File: src/rtl/keynsham_bus_pkg.sv
// Shared types and constants for the keynsham data-bus decoder:
// FSM state encoding, bus widths and the default memory map.
package keynsham_bus_pkg;

  localparam int BUS_ADDR_W = 30;
  localparam int BUS_DATA_W = 32;
  localparam int BUS_SEL_W  = 4;

  typedef enum logic [1:0] {
    IDLE    = 2'd0,
    WAIT    = 2'd1,
    DEFAULT = 2'd2
  } bus_state_e;

  // Slave 0 occupies the least significant 30-bit field.
  localparam int DEF_NUM_SLAVES = 5;
  localparam logic [DEF_NUM_SLAVES*BUS_ADDR_W-1:0] DEF_SLAVE_BASE = {
    30'h20000000, 30'h20000400, 30'h08000000, 30'h04000000, 30'h00000000
  };
  localparam logic [DEF_NUM_SLAVES*BUS_ADDR_W-1:0] DEF_SLAVE_MASK = {
    30'h3ffffc00, 30'h3ffffc00, 30'h3fe00000, 30'h3ffffc00, 30'h3ffffc00
  };

endpackage

File: src/rtl/keynsham_addr_match.sv
// Single address-window comparator: hit when the masked address equals
// the masked base.
module keynsham_addr_match
  import keynsham_bus_pkg::*;
#(
  parameter logic [BUS_ADDR_W-1:0] BASE = '0,
  parameter logic [BUS_ADDR_W-1:0] MASK = '0
) (
  input  logic [BUS_ADDR_W-1:0] addr,
  output logic                  hit
);

  localparam logic [BUS_ADDR_W-1:0] BASE_M = BASE & MASK;

  assign hit = ((addr & MASK) == BASE_M);

endmodule

File: src/rtl/keynsham_bus_decoder.sv
// Data-bus interconnect: decodes master accesses onto NUM_SLAVES windows and
// returns ack/data/error. Optional timeout enabled by define BUS_TIMEOUT_EN.
module keynsham_bus_decoder
  import keynsham_bus_pkg::*;
#(
  parameter int                                NUM_SLAVES     = DEF_NUM_SLAVES,
  parameter logic [NUM_SLAVES*BUS_ADDR_W-1:0] SLAVE_BASE     = DEF_SLAVE_BASE,
  parameter logic [NUM_SLAVES*BUS_ADDR_W-1:0] SLAVE_MASK     = DEF_SLAVE_MASK,
  parameter int                                TIMEOUT_CYCLES = 255
) (
  input  logic                             clk,
  input  logic                             rst_n,
  input  logic                             m_access,
  input  logic [BUS_ADDR_W-1:0]            m_addr,
  input  logic                             m_wr_en,
  input  logic [BUS_SEL_W-1:0]             m_bytesel,
  input  logic [BUS_DATA_W-1:0]            m_wr_val,
  output logic [BUS_DATA_W-1:0]            m_data,
  output logic                             m_ack,
  output logic                             m_error,
  output logic [NUM_SLAVES-1:0]            s_access,
  output logic [NUM_SLAVES-1:0]            s_cs,
  output logic [BUS_ADDR_W-1:0]            s_addr,
  output logic                             s_wr_en,
  output logic [BUS_SEL_W-1:0]             s_bytesel,
  output logic [BUS_DATA_W-1:0]            s_wr_val,
  input  logic [BUS_DATA_W*NUM_SLAVES-1:0] s_data,
  input  logic [NUM_SLAVES-1:0]            s_ack,
  input  logic [NUM_SLAVES-1:0]            s_error
);

  localparam int SEL_W = (NUM_SLAVES > 1) ? $clog2(NUM_SLAVES) : 1;

  bus_state_e            r_state;
  bus_state_e            w_state_nxt;
  logic [SEL_W-1:0]      r_sel;
  logic [SEL_W-1:0]      w_sel_nxt;
  logic [SEL_W-1:0]      w_hit_idx;
  logic [NUM_SLAVES-1:0] w_hit;
  logic [NUM_SLAVES-1:0] w_cs;
  logic                  w_hit_any;
  logic                  w_idle;
  logic                  w_sel_ack;
  logic                  w_sel_err;
  logic                  w_timeout;
  logic [BUS_DATA_W-1:0] w_sdata [NUM_SLAVES];

  assign s_addr    = m_addr;
  assign s_wr_en   = m_wr_en;
  assign s_bytesel = m_bytesel;
  assign s_wr_val  = m_wr_val;

  for (genvar gi = 0; gi < NUM_SLAVES; gi++) begin : g_slave
    keynsham_addr_match #(
      .BASE(SLAVE_BASE[gi*BUS_ADDR_W +: BUS_ADDR_W]),
      .MASK(SLAVE_MASK[gi*BUS_ADDR_W +: BUS_ADDR_W])
    ) u_match (
      .addr(m_addr),
      .hit (w_hit[gi])
    );
    assign w_sdata[gi] = s_data[gi*BUS_DATA_W +: BUS_DATA_W];
  end

  // Lowest matching index wins when windows overlap.
  always_comb begin
    w_cs      = '0;
    w_hit_idx = '0;
    w_hit_any = 1'b0;
    for (int i = 0; i < NUM_SLAVES; i++) begin
      if (w_hit[i] && !w_hit_any) begin
        w_hit_any = 1'b1;
        w_cs[i]   = 1'b1;
        w_hit_idx = SEL_W'(i);
      end
    end
  end

  assign s_cs      = w_cs;
  assign w_idle    = (r_state == IDLE);
  assign s_access  = w_idle ? (w_cs & {NUM_SLAVES{m_access}}) : '0;
  assign w_sel_ack = s_ack[r_sel];
  assign w_sel_err = s_error[r_sel];

`ifdef BUS_TIMEOUT_EN
  localparam int CNT_W = (TIMEOUT_CYCLES > 0) ? $clog2(TIMEOUT_CYCLES + 1) : 1;

  logic [CNT_W-1:0] r_cnt;

  assign w_timeout = (r_cnt == CNT_W'(TIMEOUT_CYCLES));

  // Counts un-acked WAIT cycles and saturates at the limit.
  always_ff @(posedge clk) begin
    if (!rst_n) begin
      r_cnt <= '0;
    end else if (r_state != WAIT) begin
      r_cnt <= '0;
    end else if (!w_sel_ack && !w_timeout) begin
      r_cnt <= r_cnt + CNT_W'(1);
    end
  end
`else
  logic w_unused_timeout;

  assign w_timeout        = 1'b0;
  assign w_unused_timeout = (TIMEOUT_CYCLES != 0);
`endif

  always_ff @(posedge clk) begin
    if (!rst_n) begin
      r_state <= IDLE;
      r_sel   <= '0;
    end else begin
      r_state <= w_state_nxt;
      r_sel   <= w_sel_nxt;
    end
  end

  always_comb begin
    w_state_nxt = r_state;
    w_sel_nxt   = r_sel;
    m_ack       = 1'b0;
    m_error     = 1'b0;
    m_data      = '0;
    case (r_state)
      IDLE: begin
        if (m_access) begin
          if (w_hit_any) begin
            w_state_nxt = WAIT;
            w_sel_nxt   = w_hit_idx;
          end else begin
            w_state_nxt = DEFAULT;
          end
        end
      end
      WAIT: begin
        // A real slave ack in the limit cycle takes precedence over the timeout.
        if (w_sel_ack) begin
          m_ack       = 1'b1;
          m_error     = w_sel_err;
          m_data      = w_sdata[r_sel];
          w_state_nxt = IDLE;
        end else if (w_timeout) begin
          m_ack       = 1'b1;
          m_error     = 1'b1;
          w_state_nxt = IDLE;
        end
      end
      DEFAULT: begin
        m_ack       = 1'b1;
        m_error     = 1'b1;
        w_state_nxt = IDLE;
      end
      default: begin
        w_state_nxt = IDLE;
      end
    endcase
  end

endmodule

File: config.mk
export PLATFORM = sky130hd
export DESIGN_NAME = keynsham_bus_decoder
export DESIGN_NICKNAME = d
export VERILOG_FILES = /design/src/rtl/keynsham_bus_pkg.sv /design/src/rtl/keynsham_addr_match.sv /design/src/rtl/keynsham_bus_decoder.sv
export SDC_FILE = /design/constraint.sdc
export NUM_CORES = 1
export LEC_CHECK = 0
export BUFFER_PORTS_ARGS = -buffer_cell sky130_fd_sc_hd__buf_2
export CAP_MARGIN = 20
export CORE_AREA = 2 2 137 139
export DETAILED_ROUTE_END_ITERATION = 8
export DIE_AREA = 0 0 139 141
export PLACE_DENSITY = 0.51
export SLEW_MARGIN = 20
export SYNTH_ARGS = -nofsm -noshare
export SYNTH_HDL_FRONTEND = slang
export SYNTH_SLANG_ARGS = --single-unit
export TNS_END_PERCENT = 5
File: constraint.sdc
create_clock -name clk -period 2.3 [get_ports clk]
set_input_delay 0.345 -clock clk [delete_from_list [all_inputs] [get_ports clk]]
set_output_delay 0.345 -clock clk [all_outputs]
set_load 0.05 [all_outputs]
==> metrics, run 1 <==
non-filler cells in the finished layout=690; Int Pwr=516.6 uW; total grt overflow=0; vias in the first global route=2,779; Pre-antenna DRT Iters=4; Hold Buf Count CTS=0; dominant register cell in the synthesized netlist=dfxtp_1; share of total power in sequential cells=11.7%; required time of the critical path=1.96 ns; # H-tree levels=1; DRC=0; Final Skew=0.00006151 ns; ys async rst share=0%; row cnt=50; Routability Congestion=0.7261; EDFF count, synth=0; Hold Crit Class=input port to flop; clock buffer depth=2; status=finished, violations left; CP Cell Sequence=buf_6 -> or4_4 -> buf_6 -> or4_4 -> nor3_4 -> buf_6; Relative slew margins=between 60% and 70%; DR vias/cell=4.077; crit path time final=between 2 and 2.5 ns; CP max stage delay=0.56 ns; initial drt markers=85; VDD IR max=0.2195 mV; Post-Route WL=11,190 um; max cap viols=0; full die area=0.01960 mm2; hold_ws=0.4430 ns; WL/cell=16.21 um; RSZ-0062 raised after global routing=yes; Slowest cell on crit path=or4_4; synthesized instance count=around 260; port bufs=256; internal reg-to-reg setup slack=0.60 ns; initial antenna violation count=2; Syn Nets=498; critical path peak fanout=3; Setup crit end kind=primary output; GRT Util Overall=10.41%; register area share after synthesis=4.457%; Inst Count DP=682; NetSw=242.0 uW; buffers and inverters on the worst path=3; combinational share of power=50.9%; Finish-stage setup viols=1; largest net degree at the start of global routing=29; CTS tree=done; fin worst setup slack=-0.04929 ns; Fillers=2,054; Synth cell types=38; dpl hpwl=about 10000 um; CTS Root Cell=clkbuf_16; Clock Sink Count=5; crit start category=input port; Clock transition at path regs=0.03 ns; Clock power frac=37.4%; final hold vios=0; Initial Util=12.29%; clock latency on the worst-skew pair=0.23 ns; synth warn=0; sw frac=31.90%; first-pass GRT wire length=roughly 16,000 um; area delta synth->final=68.69%; vias=2,813; Detail Route Antenna Nets=0; failing checks=setup timing; Lkg Pwr=1.805 nW; Num CTS Buffers=3; PwrDens=200.2 mW/mm2; Fmax=425.7 MHz; critical path arrival=2.00 ns; Die H=141 um; Period Utilization, post-route=102.1%; Avg Inst Size Synth=8.807 um2; Slew Viols, Final=0; core area=0.01827 mm2; delay-heaviest family, CP=simple AND/OR/NAND/NOR gates; Yosys reg bits=5; Top Ports=351; Worst path most repeated cell=buf_6; DIE WIDTH=139 um; Nets=698; Mapped Area=0.002246 mm2; share of cells above drive strength 1=82.38%; kind of critical path=input port to primary output; Least-Margin Pin Slew=0.5189 ns
-- power by group through the flow --
stage          Combinational (mW)  Sequential, mW  Clock [mW]
5_1_grt                     0.417          0.0893       0.292
2_1_floorplan               0.414          0.0909           0
4_1_cts                     0.387          0.0890       0.289
6_report                    0.386          0.0890       0.283
3_3_place_gp                0.379          0.0912           0
3_5_place_dp                0.385          0.0914           0
-- metal layers --
layer  up-vias  track usage (%)  wire, um
met5         -                0         0
met4         0            3.349       259
met3        26            2.242       915
met2       168            18.72      5725
met1      1312            12.35      4287
li1       1307                -         -
-- registers in the layout (all words and copies together), names as in the netlist --
signal,count
r_sel,3
r_state,2
-- logic make-up (layout without fill, tap and decap cells) --
family	count (synthesis)	count (layout)	synth area share, %
buf+inv	95	294	27.47
simple gates	66	66	14.48
compound gates	49	49	16.38
mux	37	37	35.54
flops	5	5	4.457
fa+ha+maj	3	3	1.671
other cells	0	2	0
-- worst reg2reg max path, delay by kind of cell, from the launching register on --
family,cells,cell delay [ns]
mux,1,0.31
compound gates,1,0.41
fa+ha+maj,1,0.16
buf+inv,1,0.08
flops,1,0.32
simple gates,1,0.30
-- cells in the mapped netlist, drive strengths merged, types with 2 or more instances --
cell / instances / share of area (%)
a21oi: 3 / 0.67
nand2b: 2 / 0.56
a211oi: 3 / 1.0
a21o: 2 / 0.72
or2: 2 / 0.56
a22oi: 32 / 11
nor2: 37 / 6.2
mux2: 2 / 1.0
clkbuf: 13 / 2.2
ha: 3 / 1.7
dfxtp: 5 / 4.5
nor3: 6 / 1.3
nand2: 5 / 0.84
or4: 6 / 2.5
buf: 75 / 24
inv: 7 / 1.2
a22o: 2 / 0.78
nand3b: 2 / 0.67
mux4: 34 / 34
-- what timing repair did --
item,4_1_cts,5_1_grt
pin swaps,0,0
setup buffers,2,0
resized for setup,12,18
setup endpoints to repair,40,40
-- worst paths after layout --
kind	cells past startpoint	start	to
max	6	m_addr[19]	s_access[3]
min	3	rst_n	r_sel[0]
max reg2reg	5	r_state[0]	r_sel[1]
min reg2reg	2	r_sel[2]	r_sel[2]
-- layout by cell type, fill, tap and decap left out, drive strengths merged, types with 3 or more instances in the layout --
cell type	instances
a211oi	3
a21oi	3
a22oi	32
buf	282
clkbuf	5
dfxtp	5
ha	3
inv	7
mux4	34
nand2	5
nor2	37
nor3	6
or4	6
-- stage by stage --
| stage | total power [mW] | util [%] | TNS [ns] | setup WS [ns] | area, um2 |
|---|---|---|---|---|---|
| 4_1_cts | 0.7653 | 20.38 | -0.07332 | -0.04634 | 3722 |
| 2_1_floorplan | 0.5047 | - | -8.995 | -0.2597 | 2356 |
| 5_1_grt | 0.7983 | 20.71 | -0.5242 | -0.08661 | 3784 |
| 6_report | 0.7587 | 20.74 | -0.04929 | -0.04929 | 3789 |
| 3_3_place_gp | 0.4707 | 19.56 | -0.6882 | -0.1521 | 3573 |
| 3_5_place_dp | 0.4764 | 19.56 | -0.7107 | -0.1445 | 3573 |
-- final cells by class --
type	count	area (um2)	area share, %
Multi-Input combinational cell	155	1689	44.58
Inverter	7	26.28	0.6935
Sequential cell	5	105.1	2.774
Clock buffer	4	78.83	2.081
Timing Repair Buffer	283	1592	42.01
Antenna cell	2	5.005	0.1321
Tap cell	234	292.8	7.728
Note: power is estimated with default switching activity, not from simulation.
==> inputs of run 2 (changes only) <==
ABC_AREA = 0   (was default)
PLACE_DENSITY = 0.47   (was 0.51)
==> run 2 against run 1 <==
Net effect: routed wire length shrank 7.3%; die area unchanged; clock power about the same; worst setup slack better by 0.079 ns; critical path depth down 1; clock skew rose by 0.0010 ns; sequential power is essentially flat; critical endpoint unchanged; non-clock buffer count fell by 9; global-route usage decreased by 0.50 points; cell count decreased by 1.6%; the flow now finishes without violations.
==> metrics, run 2 (synthesis gave the netlist of run 1 again) <==
status=finished clean; kind of critical path=input port to primary output; critical path peak fanout=3 (unchanged); Most flops, register=r_sel; Finish-stage setup viols=0 (-1); RSZ-0062 raised after global routing=yes; commonest non-fill, non-tap cell in the layout=buf_2; clock buffer depth=2 (unchanged); # H-tree levels=1 (unchanged); CTS tree=done; Relative slew margins=67.31% (+2.0 points); CP max stage delay=0.58 ns (+0.02 ns); DR vias/cell=4.018 (-1.5%); CTS Root Cell=clkbuf_16; Least-Margin Pin Slew=0.4892 ns (-0.02975 ns); Post-Route WL=10,370 um (-7.3%); first-pass GRT wire length=15,350 um (-3.1%); Worst path most repeated cell=or4_4; PwrDens=201.1 mW/mm2 (+0.45%); Period Utilization, post-route=98.71% (-3.4 points); fin worst setup slack=0.02961 ns (+0.07890 ns); full die area=0.01960 mm2 (unchanged); dpl hpwl=9034 um (-7.4%); initial drt markers=105 (+24%); required time of the critical path=1.96 ns (about the same); Nets=689 (-1.3%); DRC=0 (unchanged); pre-CTS setup slack=-0.1339 ns (+0.01053 ns); crit path time final=2.270 ns (-0.07890 ns); GRT Util Overall=9.909% (-0.50 points); Num CTS Buffers=3 (unchanged); Initial Util=12.29% (unchanged); share of cells above drive strength 1=83.15% (+0.77 points); vias=2,728 (-3.0%); Clock Sink Count=5 (unchanged); Routability Congestion=0.7636 (+5.2%); Hold Buf Count CTS=0 (unchanged); Largest regs=r_sel x3, r_state x2; area delta synth->final=66.96%; row cnt=50 (unchanged); total grt overflow=0 (unchanged); Final Skew=0.001107 ns (+0.001045 ns); crit start category=input port; Lkg Pwr=1.766 nW (-2.1%); final hold vios=0 (unchanged); max cap viols=0 (unchanged); Die H=141 um (unchanged); vias in the first global route=2,696 (-3.0%); Pre-antenna DRT Iters=4 (unchanged); WL/cell=15.27 um (-5.8%); most frequent cells in the layout=buf_2, mux4_2, nor2_2; Detail Route Antenna Nets=0 (unchanged); clock latency on the worst-skew pair=0.22 ns (about the same); CP Cell Sequence=buf_2 -> or4_4 -> or4_4 -> nor3_2 -> buf_6; Fmax=440.5 MHz (+3.5%); diode count=0 (-2); DIE WIDTH=139 um (unchanged); largest net degree at the start of global routing=20 (-31%); Top Ports=351 (unchanged); Post-Route Setup TNS=0 ns (+0.04929 ns); Slowest cell on crit path=or4_4; core area=0.01827 mm2 (unchanged); Slew Viols, Final=0 (unchanged); port bufs=256 (unchanged); critical path arrival=1.93 ns (-0.07 ns); Inst Count DP=671 (-1.6%); VDD IR max=0.1449 mV (-34%); initial antenna violation count=0 (-2); max reg flops=3 (unchanged); Setup crit end kind=primary output; non-filler cells in the finished layout=679 (-1.6%); Clock transition at path regs=0.03 ns (about the same); Hold Crit Class=input port to flop
[run 2: cell count changes in the layout (fill, tap and decap cells not counted), sizes merged]
cell / before / now
clkbuf: 5 / 4
buf: 282 / 274
diode: 2 / 0
[run 2: layer usage]
layer / global-route usage, % / vias to the layer above / share of wire [%]
met1: 11.23 / 1247 / 37
li1: - / 1282 / -
met5: 0 / - / 0
met3: 2.446 / 20 / 8.7
met2: 18.20 / 179 / 52
met4: 3.296 / 0 / 2.6
[run 2: layout make-up]
cell class,count,area [um2]
multi-input cells,155,1712
repair buffers,274,1535
inverters,7,26.28
well taps,234,292.8
flip-flops and latches,5,105.1
fillers,2042,14520
clock buffers,4,78.83
[run 2: metrics by stage]
step	instance area (um2)	power [mW]	hold slack, ns	utilization, %
2_1_floorplan	2356	0.5047	0.4565	-
3_3_place_gp	3518	0.4666	0.4986	19.26
3_5_place_dp	3518	0.4709	0.4926	19.26
4_1_cts	3667	0.7586	0.4362	20.08
5_1_grt	3750	0.7958	0.4705	20.53
6_report	3750	0.7543	0.4308	20.53
[run 2: critical path: cells and delay by family]
family	cells	cell delay (ns)
AND/OR/NAND/NOR	3	1.29
buffers and inverters	2	0.29
[run 2: path summary, 6_finish.rpt]
kind / startpoint / to / slack (ns) / depth (start not counted)
worst min-delay path: rst_n / r_sel[0] / 0.43 / 3
worst max-delay path: m_addr[19] / s_access[3] / 0.03 / 5
worst min register to register: r_sel[2] / r_sel[2] / 0.50 / 2
worst max register to register: r_state[0] / r_sel[1] / 0.61 / 5
[run 2: repair_timing]
item	CTS	global route
gates resized for setup	8	23
setup endpoints to repair	40	42
hold endpoints to repair	0	0
pin swaps	0	2
buffers inserted	4	0
[run 2: power by group]
group | internal, mW | total (mW) | switching (mW)
clock | 0.229 | 0.283 | 0.0537
sequential | 0.0876 | 0.0888 | 0.00115
combinational | 0.195 | 0.382 | 0.187
